**src/rtl/mips_pkg.sv**
```systemverilog
// Shared definitions for the instruction-fetch slice: PC width, default
// reset vector, word-alignment mask and the fetch sequencer states.
package mips_pkg;

  localparam int PC_W = 32;

  localparam logic [PC_W-1:0] DEFAULT_RESET_PC = 32'h0000_0000;

  // Clears the byte-offset bits so every fetch address is word aligned.
  localparam logic [PC_W-1:0] WORD_MASK = ~32'h0000_0003;

  typedef enum logic [2:0] {
    IDLE  = 3'd0,
    FETCH = 3'd1,
    WAIT  = 3'd2,
    HOLD  = 3'd3,
    DROP  = 3'd4
  } fetch_state_t;

endpackage

```
**src/rtl/pc_next_sel.sv**
```systemverilog
// Next fetch-PC selection: flush beats jump, jump beats taken branch,
// otherwise fall through to the sequential PC. Result is always word aligned.
module pc_next_sel
  import mips_pkg::*;
(
  input  logic            flush,
  input  logic [PC_W-1:0] flush_pc,
  input  logic            jump,
  input  logic [PC_W-1:0] jump_target,
  input  logic            pcsrc,
  input  logic [PC_W-1:0] branch_target,
  input  logic [PC_W-1:0] seq_pc,
  output logic [PC_W-1:0] next_pc
);

  logic [PC_W-1:0] raw_pc;

  // Priority mux over the redirect sources, then drop the byte offset.
  always_comb begin
    raw_pc = seq_pc;
    if (flush) begin
      raw_pc = flush_pc;
    end else if (jump) begin
      raw_pc = jump_target;
    end else if (pcsrc) begin
      raw_pc = branch_target;
    end
    next_pc = raw_pc & WORD_MASK;
  end

endmodule

```
**src/rtl/fetch_unit.sv**
```systemverilog
// Instruction-fetch stage: owns the PC, issues one word fetch at a time over
// a req/ready + rvalid handshake, holds the returned instruction for the
// decoder until it is consumed, and applies redirects and flushes.
module fetch_unit
  import mips_pkg::*;
#(
  parameter logic [PC_W-1:0] RESET_PC = DEFAULT_RESET_PC,
  parameter int              CNT_W    = 32
) (
  input  logic             clk,
  input  logic             reset_n,
  output logic             imem_req,
  output logic [31:0]      imem_addr,
  input  logic             imem_ready,
  input  logic             imem_rvalid,
  input  logic [31:0]      imem_rdata,
  output logic [31:0]      instr,
  output logic [31:0]      instr_pc,
  output logic [31:0]      pc_plus4,
  output logic             instr_valid,
  input  logic             instr_ready,
  input  logic             pcsrc,
  input  logic             jump,
  input  logic [31:0]      branch_target,
  input  logic [31:0]      jump_target,
  input  logic             flush,
  input  logic [31:0]      flush_pc,
  output logic [CNT_W-1:0] fetch_count
);

  fetch_state_t    state;
  fetch_state_t    state_next;
  logic [PC_W-1:0] fetch_pc;
  logic [PC_W-1:0] sel_pc;
  logic            flush_act;
  logic            consume;
  logic            capture;
  logic            pc_load;

  // Flush has no effect before the first fetch has been started.
  assign flush_act = flush && (state != IDLE);
  // A consume only counts while an instruction is actually being held.
  assign consume   = (state == HOLD) && instr_valid && instr_ready;
  // A response is kept only if nothing aborted it in the same cycle.
  assign capture   = (state == WAIT) && imem_rvalid && !flush_act;
  assign pc_load   = flush_act || consume;

  assign imem_req  = (state == FETCH);
  assign imem_addr = fetch_pc;

  pc_next_sel u_pc_next_sel (
    .flush         (flush_act),
    .flush_pc      (flush_pc),
    .jump          (jump),
    .jump_target   (jump_target),
    .pcsrc         (pcsrc),
    .branch_target (branch_target),
    .seq_pc        (pc_plus4),
    .next_pc       (sel_pc)
  );

  // Sequencer next state; an accepted request is always outstanding, so an
  // acceptance coincident with a flush still has to be drained in DROP.
  always_comb begin
    state_next = state;
    case (state)
      IDLE: begin
        state_next = FETCH;
      end
      FETCH: begin
        if (imem_ready) begin
          state_next = flush_act ? DROP : WAIT;
        end
      end
      WAIT: begin
        if (flush_act) begin
          state_next = imem_rvalid ? FETCH : DROP;
        end else if (imem_rvalid) begin
          state_next = HOLD;
        end
      end
      HOLD: begin
        if (flush_act || consume) begin
          state_next = FETCH;
        end
      end
      DROP: begin
        if (imem_rvalid) begin
          state_next = FETCH;
        end
      end
      default: begin
        state_next = IDLE;
      end
    endcase
  end

  // State register.
  always_ff @(posedge clk or negedge reset_n) begin
    if (!reset_n) begin
      state <= IDLE;
    end else begin
      state <= state_next;
    end
  end

  // Fetch PC moves only on a flush or when the held instruction is consumed.
  always_ff @(posedge clk or negedge reset_n) begin
    if (!reset_n) begin
      fetch_pc <= RESET_PC;
    end else if (pc_load) begin
      fetch_pc <= sel_pc;
    end
  end

  // Instruction holding registers, loaded only from a kept response.
  always_ff @(posedge clk or negedge reset_n) begin
    if (!reset_n) begin
      instr    <= '0;
      instr_pc <= '0;
      pc_plus4 <= '0;
    end else if (capture) begin
      instr    <= imem_rdata;
      instr_pc <= fetch_pc;
      pc_plus4 <= fetch_pc + 32'd4;
    end
  end

  // Valid flag: raised on capture, dropped by consume or flush.
  always_ff @(posedge clk or negedge reset_n) begin
    if (!reset_n) begin
      instr_valid <= 1'b0;
    end else if (capture) begin
      instr_valid <= 1'b1;
    end else if (flush_act || consume) begin
      instr_valid <= 1'b0;
    end
  end

  // Delivered-instruction counter, free-running with wrap.
  always_ff @(posedge clk or negedge reset_n) begin
    if (!reset_n) begin
      fetch_count <= '0;
    end else if (capture) begin
      fetch_count <= fetch_count + CNT_W'(1);
    end
  end

endmodule

```
**config.mk**
```make
export PLATFORM = sky130hd
export DESIGN_NAME = fetch_unit
export DESIGN_NICKNAME = d
export VERILOG_FILES = /design/src/rtl/mips_pkg.sv /design/src/rtl/pc_next_sel.sv /design/src/rtl/fetch_unit.sv
export SDC_FILE = /design/constraint.sdc
export NUM_CORES = 1
export LEC_CHECK = 0
export ABC_AREA = 1
export BUFFER_PORTS_ARGS = -buffer_cell sky130_fd_sc_hd__buf_2
export CORE_UTILIZATION = 54
export CTS_BUF_LIST = sky130_fd_sc_hd__clkbuf_8 sky130_fd_sc_hd__clkbuf_16
export DETAILED_ROUTE_END_ITERATION = 16
export PLACE_DENSITY = 0.86
export SLEW_MARGIN = 30
export SYNTH_ARGS = -nofsm -noshare
export SYNTH_HDL_FRONTEND = slang
export SYNTH_SLANG_ARGS = --single-unit
```
**constraint.sdc**
```tcl
create_clock -name clk -period 2.65 [get_ports clk]
set_input_delay 0.6625 -clock clk [delete_from_list [all_inputs] [get_ports clk]]
set_output_delay 0.6625 -clock clk [all_outputs]
set_load 0.01 [all_outputs]
```
# After elaboration in Yosys (flattened, before gate mapping)
# Index checks and enable logic that the tools add are counted.
# word_totals
wordCells,41
register_bits,160
out_inout_bits,162
input_bits,136
# op_classes
add_sub_neg,2
reduce_logical,11
muxes,13
eq_ne,8
# ops
op,count
$mux 32,3
$add 32x1->32 const B,1
$add 32x3->32 const B,1
$mux 3,7
$pmux 3 s5,1
$eq 3x2->1 const B,2
$logic_and 1x1->1,5
$ne 2x2->1 const B,2
$reduce_and 4->1,1
$eq 3x1->1 const B,1
$eq 3x3->1 const B,1
$logic_not 3->1,1
$ne 3x3->1 const B,1
$reduce_bool 3->1,1
$mux 1,2
$ne 2x1->1 const B,1
$reduce_bool 2->1,1
$logic_not 1->1,1
$logic_or 1x1->1,1

# Logic depth before layout (Yosys ltp)
# Gate-level depths: netlist (run 1).
# logic_depth
depth_word,6
mapped_depth,10
ltp_nobuf,10

# Modules after synthesis
# A second synthesis (run 1) with hierarchy kept.
# hier_totals
cells_unflattened,1226
area_unflattened_um2,8974.9
# by_module_without_submodules
module,cells_per_inst,seq_area_each_um2,area_per_inst_um2,n_inst
fetch_unit,962,4053.9,7591.0,1
pc_next_sel,264,0.0,1383.8,1

# Worst setup path after synthesis (run 1)
# No wires, ideal clock.
# synth_timing
path_kind,input port to flip-flop
start,input jump
end,register fetch_pc[12] (netlist: imem_addr[12])
required_time_ps,2520
cell_stages,8
setup_time_ps,130
slack_ps,966
t_arrival_ps,1553
n_path_buf,2
path_cell_list,buf_2 -> clkinv_1 -> clkbuf_1 -> nand3_1 -> o21ai_0 -> nand2_1 -> o211ai_1 -> o21ai_0
# synth_between
elab_chain_len,2
# synth_rtl
item,line_no,rtl
"start, declared",fetch_unit.sv:23,"input logic jump,"
$mux 32,pc_next_sel.sv:23,end else if (jump) begin
$mux 32,pc_next_sel.sv:21,if (flush) begin
"end signal, assigned",fetch_unit.sv:112,fetch_pc <= sel_pc;
"end, declared",fetch_unit.sv:33,logic [PC_W-1:0] fetch_pc;
# Every way passes these cells.
# A chain may end at the register's enable or synchronous reset.

# Worst setup path after layout (run 1)
# layout_timing
start,register state[2]
end,register pc_plus4[17]
# layout_between
elab_chain_len,4
word_cells_on_any_way,6
classes_between,eq/ne (1); reduce/logical (5)
# layout_rtl
item,line_no,rtl
"start, declared",fetch_unit.sv:31,fetch_state_t state;
"start signal, assigned",fetch_unit.sv:103,state <= state_next;
$reduce_bool 3->1,fetch_unit.sv:41,assign flush_act = flush && (state != IDLE);
$logic_and 1x1->1,fetch_unit.sv:41,
$logic_not 1->1,fetch_unit.sv:45,assign capture = (state == WAIT) && imem_rvalid && !flush_act;
$logic_and 1x1->1 *,fetch_unit.sv:45,
"end signal, assigned",fetch_unit.sv:125,pc_plus4 <= fetch_pc + 32'd4;
"end, declared",fetch_unit.sv:19,"output logic [31:0] pc_plus4,"
# Every way passes the cells marked *; elsewhere a longest branch is shown, timed or not.

==> results of run 1 <==
kinds of logic after synthesis:
kind of cell / share of synthesized area [%]
AO/OA/AOI/OAI: 8.979
other: 0.04515
flip-flops: 47.60
AND/OR/NAND/NOR: 33.17
XOR/XNOR: 2.531
buffers and inverters: 7.366
adder cells (fa/ha/maj): 0.3012
synth_stat cells (all sizes together):
master	n	share of area, %
nand2	451	20
dfrtp	158	48
nor2	100	4.9
nand3	95	5.9
inv	92	4.2
o21ai	92	5.5
buf	37	2.5
o211ai	32	2.9
xor2	16	1.7
clkbuf	15	0.68
nand4	14	1.1
xnor2	8	0.84
a21oi	5	0.30
or2	4	0.30
nand3b	3	0.27
ha	2	0.30
nor3	2	0.18
a31oi	1	0.075
and2	1	0.075
clkinv	1	0.045
conb	1	0.045
nor3b	1	0.090
o21a	1	0.090
o22ai	1	0.075
state kept, by name (all words and copies together) (netlist names):
signal,cells
instr_valid,1
state,3
instr_pc,30
pc_plus4,30
instr,32
imem_addr,30
fetch_count,32
cell usage in the layout, fill, tap and decap left out, types with 5 or more instances in the layout:
master	count
buf_2	284
nor2_1	93
xor2_1	16
nand3_1	94
nand4_1	14
clkinvlp_4	5
conb_1	6
buf_12	5
clkbuf_16	17
xnor2_1	8
dfrtp_1	158
o211ai_1	32
nand2_1	449
a21oi_1	5
inv_1	91
o21ai_1	13
o21ai_0	79
buf_4	9
layout make-up:
class	count	area [um2]	share of cell area (%)
sequential	158	3954	37.69
multi-input combinational	835	3761	35.85
timing repair buffer	299	1600	15.26
clock buffer	19	452.9	4.318
inverter	93	349.1	3.328
tap	184	230.2	2.195
clock inverter	13	140.1	1.336
antenna	1	2.502	0.02385
worst min path at each step:
| stage | slack (ns) | cells after the start | end | from |
|---|---|---|---|---|
| after floorplan | 0.37 | 0 | fetch_count[0] | reset_n |
| after global placement | 0.46 | 2 | instr[13] | instr[13] |
| after detailed placement | 0.46 | 2 | instr[19] | instr[19] |
| after CTS | 0.20 | 1 | fetch_count[10] | reset_n |
| after global routing | 0.22 | 1 | fetch_count[10] | reset_n |
| final | 0.18 | 1 | fetch_count[10] | reset_n |
routing by layer:
metal	GRT usage, %	part of all wire [%]	vias to the layer above
met3	7.859	9.3	70
met5	0	0	-
met4	14.60	2.9	0
met2	54.27	47	495
li1	-	-	4142
met1	42.40	40	4032
report_power, final:
| group | switching (mW) | internal, mW | leakage (nW) |
|---|---|---|---|
| combinational | 2.26 | 1.45 | 3.31 |
| clock | 1.02 | 1.44 | 0.281 |
| sequential | 0.884 | 3.34 | 2.04 |
stage by stage:
| stage | instance area, um2 | power, mW | util (%) |
|---|---|---|---|
| after detailed placement | 9894 | 7.887 | 67.06 |
| after global routing | 10490 | 11.01 | 71.10 |
| after floorplan | 8324 | 6.104 | - |
| after global placement | 9894 | 7.750 | 67.06 |
| final | 10490 | 10.39 | 71.10 |
| after CTS | 10490 | 10.38 | 71.08 |
worst max-delay path: stages (launching register included):
cell	delay, ns
dfrtp_1	0.41
inv_2	0.08
nand2_1	0.10
nor2_4	0.17
nand3_4	0.32
inv_2	0.17
buf_12	0.31
nand2_1	0.16
o211ai_1	0.20
==> metrics.txt, run 1 <==
Clock Skew=around 0.0095 ns; final net count=1542; WP data arrival=around 2.4 ns; crit path to=pc_plus4[17]; largest net degree at the start of global routing=84; number of buffer cells added on primary ports=around 290; Distinct cells, synth=33; Clk pin slew, worst setup/hold paths=0.07 ns; Gates resized, CTS repair=0; Hold WC Path Type=in -> async; cts hold-fix bufs=0; DIE WIDTH=126.0 um; H-tree depth=4; Starting Density=between 50% and 60%; R2R Path Start=state[2]; layout cells sized above 1=between 20% and 30%; Worst Setup SP=state[2]; crit start category=flip-flop; DRC=0; Mapped Area=between 8000 and 9000 um2; CTS tree=yes; placed wire-length estimate=about 18 mm; row cnt=44; first-pass GRT wire length=between 40 and 50 mm; TNS Setup=0 ns; vias in the first global route=8306; root buffer cell=clkbuf_16; setup bufs post-CTS=0; #FFs+latches synth=158; Clock Latency Late Sink=~0.42 ns; Hold Slack=around 0.18 ns; Gate Count Post-Synth=between 1k and 1.5k; status=finished, final reports clean; worst slew pin tran=approximately 0.63 ns; Worst slew margin=58.03%; WS Path Type=reg -> reg; Bufs on Longest Clock Path=2; Mean Syn Cell Area=about 7.3 um2; chip height=roughly 130 um; average wire per standard cell=roughly 16 um; worst setup margin=a little over 0.6 ns; DRT iter0 DRCs=approximately 900; f_max=0.4919 GHz; num ports=around 300; R2R Path End=pc_plus4[17]; setup violators final=0; Worst Path Required=~3.0 ns; r2r setup slk=0.62 ns; RSZ-0062 raised after global routing=no; placed cell count=roughly 1.6k; Worst Setup End Kind=flip-flop; R2R cell count=8; Crit Path Max Fanout=72; Peak VDD IR=around 0.71 mV; fin crit share=roughly three quarters; via count=roughly 9k; max-slew violations=0; Hold Fails Final Rpt=0; P per Cell Area=990.8 nW/um2; GR Util All Layers=approximately 33%; core area=14750 um2; initial antenna violation count=1; Die Area=about 16000 um2; RD Place Congestion=0.9107; filler instances=1182; via/cell ratio=5.455; post-route insts no fill=about 1.6k; drt pass-1 iters=7; post-route minimum period=~2 ns; DP Worst Slack=a little over 0.5 ns; GRT Residual Overflow=0; maxcap violations=0; Seq/Total Area, Yosys=between 40% and 50%; clk sink count=between 150 and 200; Post-Route WL=about 26 mm; synth warn=0; Lkg Pwr=between 5 and 6 nW; layout overhead on the synthesized area=26.30%; CTS Buf Count=17; Routed Antenna Nets=0
Power figures use the tool's default switching activity.
==> run 2: changes to the inputs <==
--- a/config.mk
+++ b/config.mk
@@ -7,10 +7,10 @@
 export LEC_CHECK = 0
 export ABC_AREA = 1
 export BUFFER_PORTS_ARGS = -buffer_cell sky130_fd_sc_hd__buf_2
-export CORE_UTILIZATION = 54
+export CORE_UTILIZATION = 50
 export CTS_BUF_LIST = sky130_fd_sc_hd__clkbuf_8 sky130_fd_sc_hd__clkbuf_16
 export DETAILED_ROUTE_END_ITERATION = 16
-export PLACE_DENSITY = 0.86
+export PLACE_DENSITY = 0.8
 export SLEW_MARGIN = 30
 export SYNTH_ARGS = -nofsm -noshare
 export SYNTH_HDL_FRONTEND = slang
==> constraint.sdc (replaced) <==
create_clock -name clk -period 1.9 [get_ports clk]
set_input_delay 0.475 -clock clk [delete_from_list [all_inputs] [get_ports clk]]
set_output_delay 0.475 -clock clk [all_outputs]
set_load 0.01 [all_outputs]
==> run 2 against run 1 <==
Setup slack worse by 0.48 ns. Die area increased by 7.9%. Non-clock buffer count rose by 20. Largest power group unchanged. Largest cell class unchanged. Worst hold slack improved by 0.056 ns. Via count shrank 0.85%. Core utilization down 3.8 points.
==> metrics.txt, run 2 (synthesized netlist as in run 1, its figures left out) <==
r2r setup slk=0.16 ns (-0.46 ns); chip height=130.9 um (+3.9%); P per Cell Area=1370 nW/um2 (+38%); via/cell ratio=5.242 (-3.9%); WS Path Type=reg -> out; Post-Route WL=25.22 mm (-3.2%); Lkg Pwr=5.790 nW (+2.7%); Crit path top cell by count=inv_1; average wire per standard cell=15.26 um (-6.1%); final net count=1562 (+1.3%); maxcap violations=0 (unchanged); Die Area=17130 um2 (+7.9%); DRT iter0 DRCs=685 (-24%); layout overhead on the synthesized area=30.11%; setup bufs post-CTS=0 (unchanged); Peak VDD IR=0.7793 mV (+10%); Hold Fails Final Rpt=0 (unchanged); first-pass GRT wire length=39.70 mm (-4.3%); DIE WIDTH=130.9 um (+3.9%); num ports=298 (unchanged); number of buffer cells added on primary ports=285 (unchanged); layout cells sized above 1=25.63% (+1.1 points); DRC=0 (unchanged); vias in the first global route=7937 (-4.4%); crit start category=flip-flop; CTS Buf Count=17 (unchanged); via count=8665 (-0.85%); drt pass-1 iters=5 (-2); f_max=0.5675 GHz; CP peak stage delay=0.42 ns (about the same); critical path, cell by cell=inv_1, nor2_1, nand2_1, inv_1, buf_2; GR Util All Layers=30.47% (-2.8 points); filler instances=1366 (+16%); Crit-path slowest cell=dfrtp_1; RSZ-0062 raised after global routing=no; WP data arrival=1.29 ns (-1.08 ns); Bufs on Longest Clock Path=2 (unchanged); post-route minimum period=1.762 ns; Crit Path Max Fanout=4 (-94%); Worst Path Required=1.42 ns (-1.56 ns); root buffer cell=clkbuf_16; Total Power=14.81 mW (+42%); TNS Setup=0 ns (unchanged); status=finished, final reports clean; RD Place Congestion=0.9047 (-0.66%); fin crit share=92.74%; GRT Residual Overflow=0 (unchanged); initial antenna violation count=2 (+1); Hold WC Path Type=in -> reg; Worst Setup End Kind=output pin; core area=16060 um2 (+8.8%); placed wire-length estimate=18.74 mm (+2.6%); Clk pin slew, worst setup/hold paths=0.06 ns (about the same); most frequent cells in the layout=449 x nand2_1, 284 x buf_2, 158 x dfrtp_1; most common cell after layout, fill and taps aside=nand2_1; Finished Cell Area=10810 um2 (+3.0%); CTS tree=yes; largest net degree at the start of global routing=57 (-32%); Starting Density=51.72% (-4.6 points); Routed Antenna Nets=0 (unchanged); top flop regs=fetch_count: 32 flops, instr: 32 flops; row cnt=46 (+4.5%); clk sink count=158 (unchanged); setup violators final=0 (unchanged); Clock Skew=0.009398 ns (-0.00009059 ns); H-tree depth=4 (unchanged); Clock Latency Late Sink=0.43 ns (about the same); max-slew violations=0 (unchanged); Post-Place Cell Area=10160 um2 (+2.7%)
## run 2: final cells by class
type / count / area (um2) / share of cell area [%]
Timing Repair Buffer: 319 / 1841 / 17.03
Sequential cell: 158 / 3954 / 36.59
Inverter: 93 / 349.1 / 3.230
Multi-Input combinational cell: 835 / 3764 / 34.83
Tap cell: 216 / 270.3 / 2.501
Antenna cell: 1 / 2.502 / 0.02316
Clock inverter: 9 / 132.6 / 1.227
Clock buffer: 22 / 494.2 / 4.573
## run 2: per-stage QoR
stage / utilization (%) / cells / hold slack (ns) / setup slack (ns)
5_1_grt: 67.30 / 1653 / 0.2336 / 0.002317
3_3_place_gp: 63.30 / 1620 / 0.3510 / 0.1596
3_5_place_dp: 63.30 / 1620 / 0.3492 / 0.09825
2_1_floorplan: - / 1138 / 0.1794 / 0.4038
6_report: 67.30 / 1653 / 0.2394 / 0.1380
4_1_cts: 67.27 / 1652 / 0.2304 / 0.08086
## run 2: report_power, final
group          internal, mW  switching [mW]
logic                  2.16            3.24
registers              4.67            1.14
clock network          2.23            1.36
## run 2: what timing repair did
item | CTS | global route
hold endpoints to repair | 21 | 0
gates resized for setup | 0 | 1
setup endpoints to repair | 0 | 2
hold buffers | 1 | 0
## run 2: final timing paths
kind | from | end | cells after the start
min | imem_rdata[15] | instr[15] | 3
max reg2reg | imem_addr[3] | pc_plus4[30] | 10
min reg2reg | instr[12] | instr[12] | 2
max | state[0] | imem_req | 5
max in group asynchronous | reset_n | pc_plus4[18] | 3
min in group asynchronous | reset_n | fetch_count[12] | 2
## run 2: critical path: cells and delay by family (launching register included)
family	cells	cell delay [ns]
flip-flops	1	0.42
buffers and inverters	3	0.27
AND/OR/NAND/NOR	2	0.17
## run 2: routing by layer
layer	GRT usage, %	share of wire [%]	wire, um	vias up
met5	0	0.032	8	-
met4	12.58	3.1	783	2
met3	7.207	8.0	2016	55
met2	49.36	47	11900	397
met1	39.25	42	10510	4024
li1	-	-	-	4187
